$ cat src/rtl/symbol_pacer.sv
// symbol_pacer: prefetches {I,Q} symbols from the CDC FIFO and emits one every
// 4*(sample_rate+1) cycles, inserting zero symbols when the FIFO starves.
module symbol_pacer #(
  parameter int SYM_W  = 8,
  parameter int SCNT_W = 16,
  parameter int UCNT_W = 8
) (
  input  logic              clk,
  input  logic              rst,
  input  logic              enable,
  input  logic [3:0]        sample_rate,
  input  logic              fifo_empty,
  input  logic [SYM_W-1:0]  fifo_data,
  output logic              fifo_rd_en,
  output logic [3:0]        data_out_i,
  output logic [3:0]        data_out_q,
  output logic              new_symbol,
  output logic              underrun,
  output logic [UCNT_W-1:0] underrun_cnt,
  output logic [SCNT_W-1:0] symbol_cnt,
  input  logic              stat_clr
);
  typedef enum logic [1:0] {IDLE, PRIME, RUN} state_t;
  state_t state_q, state_d;
  logic [SYM_W-1:0] buf_q, buf_d, out_q, out_d;
  logic full_q, full_d, pend_q, new_q, new_d, und_q, und_d;
  logic [5:0] cnt_q, cnt_d, per_q, per_d;
  logic [UCNT_W-1:0] ucnt_q, ucnt_d;
  logic [SCNT_W-1:0] scnt_q, scnt_d;
  logic bnd, go_run, take_buf, bypass, zero;
  always_comb begin
    bnd        = enable && state_q == RUN && cnt_q == per_q;
    go_run     = enable && state_q == PRIME && (full_q || pend_q);
    fifo_rd_en = enable && state_q != IDLE && !full_q && !pend_q && !fifo_empty;
    take_buf   = bnd && full_q;
    bypass     = bnd && !full_q && pend_q;
    zero       = bnd && !full_q && !pend_q;
    state_d    = !enable ? IDLE : state_q == IDLE ? PRIME : go_run ? RUN : state_q;
    cnt_d      = (!enable || state_q != RUN || bnd) ? 6'd0 : cnt_q + 6'd1;
    per_d      = (go_run || bnd) ? {sample_rate, 2'b11} : per_q;
    // a returning read lands in the buffer unless it was consumed by a bypass
    full_d     = (pend_q && !bypass) ? 1'b1 : take_buf ? 1'b0 : full_q;
    buf_d      = (pend_q && !bypass) ? fifo_data : buf_q;
    out_d      = take_buf ? buf_q : bypass ? fifo_data : zero ? '0 : out_q;
    new_d      = bnd;
    und_d      = !stat_clr && (und_q || zero);
    ucnt_d     = stat_clr ? '0 : ucnt_q + UCNT_W'(zero && ucnt_q != '1);
    scnt_d     = stat_clr ? '0 : scnt_q + SCNT_W'(take_buf || bypass);
  end
  always_ff @(posedge clk) begin
    if (rst) begin
      state_q <= IDLE;
      buf_q   <= '0;
      out_q   <= '0;
      full_q  <= 1'b0;
      pend_q  <= 1'b0;
      new_q   <= 1'b0;
      und_q   <= 1'b0;
      cnt_q   <= '0;
      per_q   <= '0;
      ucnt_q  <= '0;
      scnt_q  <= '0;
    end else begin
      state_q <= state_d;
      buf_q   <= buf_d;
      out_q   <= out_d;
      full_q  <= full_d;
      pend_q  <= fifo_rd_en;
      new_q   <= new_d;
      und_q   <= und_d;
      cnt_q   <= cnt_d;
      per_q   <= per_d;
      ucnt_q  <= ucnt_d;
      scnt_q  <= scnt_d;
    end
  end
  assign data_out_i   = out_q[7:4];
  assign data_out_q   = out_q[3:0];
  assign new_symbol   = new_q;
  assign underrun     = und_q;
  assign underrun_cnt = ucnt_q;
  assign symbol_cnt   = scnt_q;
endmodule
$ cat config.mk
export PLATFORM = sky130hd
export DESIGN_NAME = symbol_pacer
export DESIGN_NICKNAME = d
export VERILOG_FILES = /design/src/rtl/symbol_pacer.sv
export SDC_FILE = /design/constraint.sdc
export NUM_CORES = 1
export LEC_CHECK = 0
export BUFFER_PORTS_ARGS = -buffer_cell sky130_fd_sc_hd__buf_2
export CAP_MARGIN = 10
export CORE_MARGIN = 2
export CORE_UTILIZATION = 41
export CTS_CLUSTER_DIAMETER = 50
export DETAILED_ROUTE_END_ITERATION = 7
export GPL_ROUTABILITY_DRIVEN = 0
export SYNTH_ARGS = -nofsm -noshare
export SYNTH_HDL_FRONTEND = slang
export SYNTH_SLANG_ARGS = --single-unit
$ cat constraint.sdc
create_clock -name clk -period 3 [get_ports clk]
set_input_delay 0.75 -clock clk [delete_from_list [all_inputs] [get_ports clk]]
set_output_delay 0.75 -clock clk [all_outputs]
set_load 0.05 [all_outputs]
==> results.sh, run 1 <==
export IMPL_first_pass_grt_wire_length_um=9140
export IMPL_synth_top_cells_by_area="sky130_fd_sc_hd__dfxtp_1, sky130_fd_sc_hd__nand2_1, sky130_fd_sc_hd__mux2i_1, sky130_fd_sc_hd__xor2_1, sky130_fd_sc_hd__nor2_1"
export IMPL_post_cts_setup_buffer_count=0
export IMPL_die_area_sq_um=7000
export IMPL_setup_tns_final_ns=0
export IMPL_cp_max_fo=13
export IMPL_clock_tree_from_tritoncts="done"
export IMPL_netlist_area_leader_share=0.438
export IMPL_vdd_drop_max_uv=225
export IMPL_dr_pass1_iters=4
export IMPL_fin_total_pwr_mw=1.42
export IMPL_post_synthesis_sequential_area_ratio=0.438
export IMPL_viasPerCell=4.99
export IMPL_post_route_util=0.495
export IMPL_cts_buffer_depth=2
export IMPL_area_growth_syn_to_layout_pct=18.5
export IMPL_post_synth_inst_count=295
export IMPL_core_area_sq_um=6240
export IMPL_insertedDiodeCount=0
export IMPL_worst_path_required_ns=3.27
export IMPL_leakagePower_nw=1.29
export IMPL_asyncSetResetFlopFracSynth=0
export IMPL_fin_skew_ns=0.00851
export IMPL_finish_net_count=371
export IMPL_top_level_ports=52
export IMPL_dr_drc_count=0
export IMPL_fmax_mhz=373
export IMPL_synth_cell_area_sq_um=2600
export IMPL_synth_edff_count=0
export IMPL_netlist_cell_type_count=45
export IMPL_placement_io_buffers=51
export IMPL_max_cap_violations=0
export IMPL_post_cts_resized=0
export IMPL_grt_usage=0.162
export IMPL_grt_pass1_vias=1993
export IMPL_dpl_hpwl_um=3770
export IMPL_post_synth_most_frequent_cells="sky130_fd_sc_hd__dfxtp_1, sky130_fd_sc_hd__nand2_1, sky130_fd_sc_hd__nor2_1"
export IMPL_drt_first_iter_violations=76
export IMPL_fp_row_count=29
export IMPL_post_route_cells_drive_above_1_share=0.238
export IMPL_yosysMostFrequentCell="sky130_fd_sc_hd__dfxtp_1"
export IMPL_cts_hold_repair_buffers=0
export IMPL_category_of_the_critical_setup_timing_path="reg2reg"
export IMPL_outcome="finished, final reports clean"
export IMPL_setup_violations=0
export IMPL_dominantRegCellSynth="sky130_fd_sc_hd__dfxtp_1"
export IMPL_drv_slew=0
export IMPL_floorplan_initialDensity=0.417
export IMPL_crit_path_start_kind="flip-flop"
export IMPL_multi_input_comb_area_sq_um=1380
export IMPL_later_pin_clock_latency_in_the_skew_report_ns=0.33
export IMPL_congestion_overflow_gr=0
export IMPL_grt_setup_unrepaired="no"
export IMPL_worst_slew_pin_slew_ns=0.794
export IMPL_cellPowerDensity_nw_per_um2=460
export IMPL_holdWs_ns=0.459
export IMPL_n_fill_cell=622
export IMPL_dpl_instance_area_sq_um=2930
export IMPL_grt_antenna_before_repair=0
export IMPL_post_drt_antenna_nets=0
export IMPL_grt_max_degree=23
export IMPL_wl_um=5360
export IMPL_cell_at_the_root_of_the_clock_tree="sky130_fd_sc_hd__clkbuf_8"
export IMPL_cts_made_buffers=9
export IMPL_cp_end_kind="flip-flop"
export IMPL_timing_final_hold_violations=0
export IMPL_finalCritPeriodShare=0.893
export IMPL_h_tree_lvls=3
export IMPL_area_sequential_sq_um=1140
export IMPL_postSynthAreaPerCell_sq_um=8.83
export IMPL_crit_arrival_ns=2.95
export IMPL_post_route_cell_area_sq_um=3090
export IMPL_clk_pin_slew_ns=0.06
export IMPL_netlist_top_cell_by_area="sky130_fd_sc_hd__dfxtp_1"
export IMPL_die_y_um=83.7
export IMPL_relative_slew_margins=0.469
export IMPL_route_detailed_wl_per_inst_um=12.5
export IMPL_clock_net_sink_count=57
export IMPL_finalWorstPathRequiredPeriod_ns=2.68
export IMPL_holdCritPathClass="reg2reg"
export IMPL_chipWidth_um=83.7
export IMPL_yosys_register_bits=57
export IMPL_net_count_after_synthesis=317
export IMPL_via_count=2145
export IMPL_ys_warnings_count=0
[path summary, 6_finish.rpt]
path / start / cells after the start / slack (ns) / endpoint
setup / recovery: cnt_q[0] / 10 / 0.32 / symbol_cnt[12]
hold / removal: buf_q[5] / 2 / 0.46 / buf_q[5]
setup reg to reg: cnt_q[0] / 10 / 0.32 / symbol_cnt[12]
hold reg to reg: buf_q[5] / 2 / 0.46 / buf_q[5]
[cells by family (layout without fill, tap and decap cells)]
group / count (synthesis) / count (layout) / synth area share
AOI/OAI and AO/OA: 46 / 46 / 0.118
and+or+nand+nor: 135 / 135 / 0.267
muxes: 13 / 13 / 0.0500
adders and majority gates: 5 / 5 / 0.0240
xor gates and xnor gates: 21 / 21 / 0.0706
DFF: 57 / 57 / 0.438
buffers and inverters: 18 / 76 / 0.0317
[layout make-up]
type,count,area share
clock buffer,11,0.0458
inverter,6,0.00730
clock inverter,4,0.00649
multi-input combinational,220,0.447
timing repair buffer,55,0.0924
sequential,57,0.370
tap,77,0.0312
[through the flow]
| step | setup WS [ns] | cells |
|---|---|---|
| 3_3_place_gp | 0.366 | 415 |
| 5_1_grt | 0.142 | 430 |
| 2_1_floorplan | 0.344 | 295 |
| 6_report | 0.320 | 430 |
| 4_1_cts | 0.318 | 430 |
| 3_5_place_dp | 0.291 | 415 |
[registers in the layout, summed over array words and instances (netlist names)]
name	count
pend_q	1
new_symbol	1
state_q	2
per_q	5
buf_q	8
underrun_cnt	8
full_q	1
underrun	1
symbol_cnt	16
out_q	8
cnt_q	6
[power breakdown]
group | total (mW) | leakage, nW | internal (mW) | switching, mW
combinational | 0.0549 | 0.737 | 0.0206 | 0.0344
sequential | 0.763 | 0.459 | 0.760 | 0.00290
clock | 0.602 | 0.0887 | 0.311 | 0.291
total | 1.42 | 1.29 | 1.09 | 0.328
[worst max-delay path: stages, from the launching register on]
cell and delay (ns):
sky130_fd_sc_hd__dfxtp_1 0.35, sky130_fd_sc_hd__nor3_1 0.31, sky130_fd_sc_hd__o211a_4 0.33, sky130_fd_sc_hd__nand3_2 0.12, sky130_fd_sc_hd__nor2_1 0.14, sky130_fd_sc_hd__ha_1 0.18
sky130_fd_sc_hd__ha_1 0.20, sky130_fd_sc_hd__and4_1 0.27, sky130_fd_sc_hd__nand3_1 0.15, sky130_fd_sc_hd__or4_1 0.49, sky130_fd_sc_hd__o21ai_1 0.09
[layer usage]
metal,part of all wire,GRT usage
met1,0.50,0.212
met2,0.43,0.241
met3,0.053,0.0613
met4,0.017,0.0660
met5,0,0
[placed cells by master (no fill, tap or decap), drive strengths merged]
master | synthesis | final
a211o | 1 | 1
a21oi | 14 | 14
a31o | 1 | 1
a31oi | 3 | 3
a41o | 1 | 1
a41oi | 1 | 1
and2 | 5 | 5
and2b | 1 | 1
and3 | 3 | 3
and4 | 3 | 3
and4bb | 1 | 1
buf | 6 | 55
clkbuf | 6 | 11
clkinv | 1 | 5
dfxtp | 57 | 57
ha | 5 | 5
inv | 5 | 5
mux2i | 13 | 13
nand2 | 43 | 43
nand2b | 8 | 8
nand3 | 10 | 10
nand3b | 1 | 1
nand4 | 13 | 13
nor2 | 32 | 32
nor2b | 1 | 1
nor3 | 5 | 5
nor4 | 1 | 1
nor4b | 1 | 1
o211a | 1 | 1
o211ai | 1 | 1
o21ai | 22 | 22
o311ai | 1 | 1
or2 | 1 | 1
or3 | 5 | 5
or4 | 1 | 1
xnor2 | 7 | 7
xor2 | 14 | 14
Power figures use the tool's default switching activity.
==> run 2: changes to the inputs <==
Settings changed: REMOVE_ABC_BUFFERS from default to 1, SETUP_SLACK_MARGIN from default to 0.3.
==> run 2 against run 1 <==
- final cell count rose by 0.47%
- maximum frequency rose by 7.3%
- non-clock buffer count rose by 2
- sequential share of layout area fell by 0.79 points
- largest cell class unchanged
- die area did not move
- clock-buffer cell count rose by 2
- largest power group unchanged
- global-route usage rose by 0.073 points
- first-iteration DRC count fell by 6.6%
- final area rose by 2.2%
==> results.sh, run 2 (same netlist as run 1, synthesis figures left out) <==
export IMPL_grt_max_degree=21
export IMPL_clockPowerShare=0.479
export IMPL_fin_skew_ns=0.00770
export IMPL_post_drt_antenna_nets=0
export IMPL_h_tree_lvls=3
export IMPL_clock_net_sink_count=57
export IMPL_share_comb_of_total_power=0.036
export IMPL_area_growth_syn_to_layout_pct=21.1
export IMPL_dr_pass1_iters=4
export IMPL_max_cap_violations=0
export IMPL_power_switching_mw=0.325
export IMPL_setup_tns_final_ns=0
export IMPL_wl_um=5520
export IMPL_viasPerCell=5.08
export IMPL_grt_setup_unrepaired="no"
export IMPL_cts_made_buffers=9
export IMPL_clock_tree_from_tritoncts="done"
export IMPL_finish_net_count=373
export IMPL_top_level_ports=52
export IMPL_later_pin_clock_latency_in_the_skew_report_ns=0.33
export IMPL_grt_usage=0.163
export IMPL_setup_violations=0
export IMPL_post_cts_resized=0
export IMPL_insertedDiodeCount=0
export IMPL_congestion_overflow_gr=0
export IMPL_clk_pin_slew_ns=0.06
export IMPL_finalWorstPathRequiredPeriod_ns=2.50
export IMPL_chipWidth_um=83.7
export IMPL_timing_final_hold_violations=0
export IMPL_drt_first_iter_violations=71
export IMPL_fmax_mhz=400
export IMPL_holdCritPathClass="reg2reg"
export IMPL_mostFrequentLayoutCell="sky130_fd_sc_hd__dfxtp_1"
export IMPL_cp_max_fo=12
export IMPL_die_area_sq_um=7000
export IMPL_crit_arrival_ns=1.75
export IMPL_cellPowerDensity_nw_per_um2=499
export IMPL_leakagePower_nw=1.32
export IMPL_floorplan_initialDensity=0.417
export IMPL_largest_register_ffs=16
export IMPL_post_route_cells_drive_above_1_share=0.245
export IMPL_placement_io_buffers=51
export IMPL_vdd_drop_max_uv=267
export IMPL_r2r_setup_slack_ns=0.51
export IMPL_worst_r2r_path_depth=10
export IMPL_category_of_the_critical_setup_timing_path="reg2out"
export IMPL_switching_share=0.206
export IMPL_cell_at_the_root_of_the_clock_tree="sky130_fd_sc_hd__clkbuf_8"
export IMPL_first_pass_grt_wire_length_um=9180
export IMPL_n_fill_cell=648
export IMPL_area_sequential_sq_um=1140
export IMPL_regToRegStartpoint="cnt_q[0]"
export IMPL_grt_pass1_vias=2043
export IMPL_min_delay_start="buf_q[3]"
export IMPL_drv_slew=0
export IMPL_cts_buffer_depth=2
export IMPL_power_sequential_fraction=0.485
export IMPL_worst_slew_pin_slew_ns=0.730
export IMPL_die_y_um=83.7
export IMPL_whs_path_depth=2
export IMPL_relative_slew_margins=0.511
export IMPL_core_area_sq_um=6240
export IMPL_fp_row_count=29
export IMPL_worst_path_required_ns=2.25
export IMPL_whs_endpoint="buf_q[3]"
export IMPL_route_detailed_wl_per_inst_um=12.8
export IMPL_grt_antenna_before_repair=0
export IMPL_outcome="finished, final reports clean"
export IMPL_multi_input_comb_area_sq_um=1380
export IMPL_holdWs_ns=0.462
export IMPL_final_cell_mix="sky130_fd_sc_hd__dfxtp_1, sky130_fd_sc_hd__buf_2, sky130_fd_sc_hd__nand2_1"
export IMPL_dpl_hpwl_um=3910
export IMPL_crit_path_start_kind="flip-flop"
export IMPL_regToRegEndpoint="symbol_cnt[12]"
export IMPL_cp_end_kind="primary output"
export IMPL_dr_drc_count=0
export IMPL_post_cts_setup_buffer_count=0
export IMPL_via_count=2195
export IMPL_cts_hold_repair_buffers=0
export IMPL_intPower_mw=1.25
export IMPL_finalCritPeriodShare=0.833
run 2: worst max-delay path: stages, from the launching register on:
cell	delay [ns]
sky130_fd_sc_hd__dfxtp_1	0.44
sky130_fd_sc_hd__nor2_2	0.22
sky130_fd_sc_hd__inv_1	0.12
sky130_fd_sc_hd__nor4b_2	0.32
sky130_fd_sc_hd__buf_2	0.32
run 2: per-stage QoR:
step	power, mW	setup WS (ns)	cells	utilization	area [sq um]
after CTS	1.60	0.335	430	0.503	3140
after global routing	1.63	0.297	432	0.505	3150
after global placement	0.836	0.387	415	0.469	2930
final	1.58	0.501	432	0.505	3150
after detailed placement	0.836	0.329	415	0.469	2930
after floorplan	0.808	0.328	283	-	2540
run 2: final cells by class:
class,instances,share of cell area
Inverter,6,0.00714
Tap cell,77,0.0305
Timing Repair Buffer,57,0.0952
Multi-Input combinational cell,220,0.438
Clock buffer,13,0.0567
Clock inverter,2,0.0111
Sequential cell,57,0.362
run 2: how the worst max path moves through the flow:
stage | slack, ns | startpoint | cells after the start | end
6_report | 0.50 | pend_q | 4 | fifo_rd_en
5_1_grt | 0.30 | cnt_q[0] | 10 | symbol_cnt[12]
4_1_cts | 0.33 | cnt_q[0] | 10 | symbol_cnt[12]
3_5_place_dp | 0.33 | enable | 10 | symbol_cnt[12]
3_3_place_gp | 0.39 | enable | 10 | symbol_cnt[12]
2_1_floorplan | 0.33 | enable | 9 | symbol_cnt[12]
run 2: power groups by stage:
stage	clock network, mW	logic [mW]	registers [mW]
finish	0.755	0.0566	0.763
global route	0.806	0.0633	0.763
CTS	0.776	0.0564	0.763
detailed placement	0	0.0564	0.780
global placement	0	0.0557	0.780
floorplan	0	0.0277	0.780
run 2: per-layer routing:
| metal | vias up | share of wire | track usage |
|---|---|---|---|
| met3 | 9 | 0.046 | 0.0435 |
| met4 | 0 | 0.013 | 0.0748 |
| met5 | - | 0 | 0 |
| met2 | 48 | 0.46 | 0.263 |
| met1 | 1006 | 0.48 | 0.203 |
| li1 | 1132 | - | - |
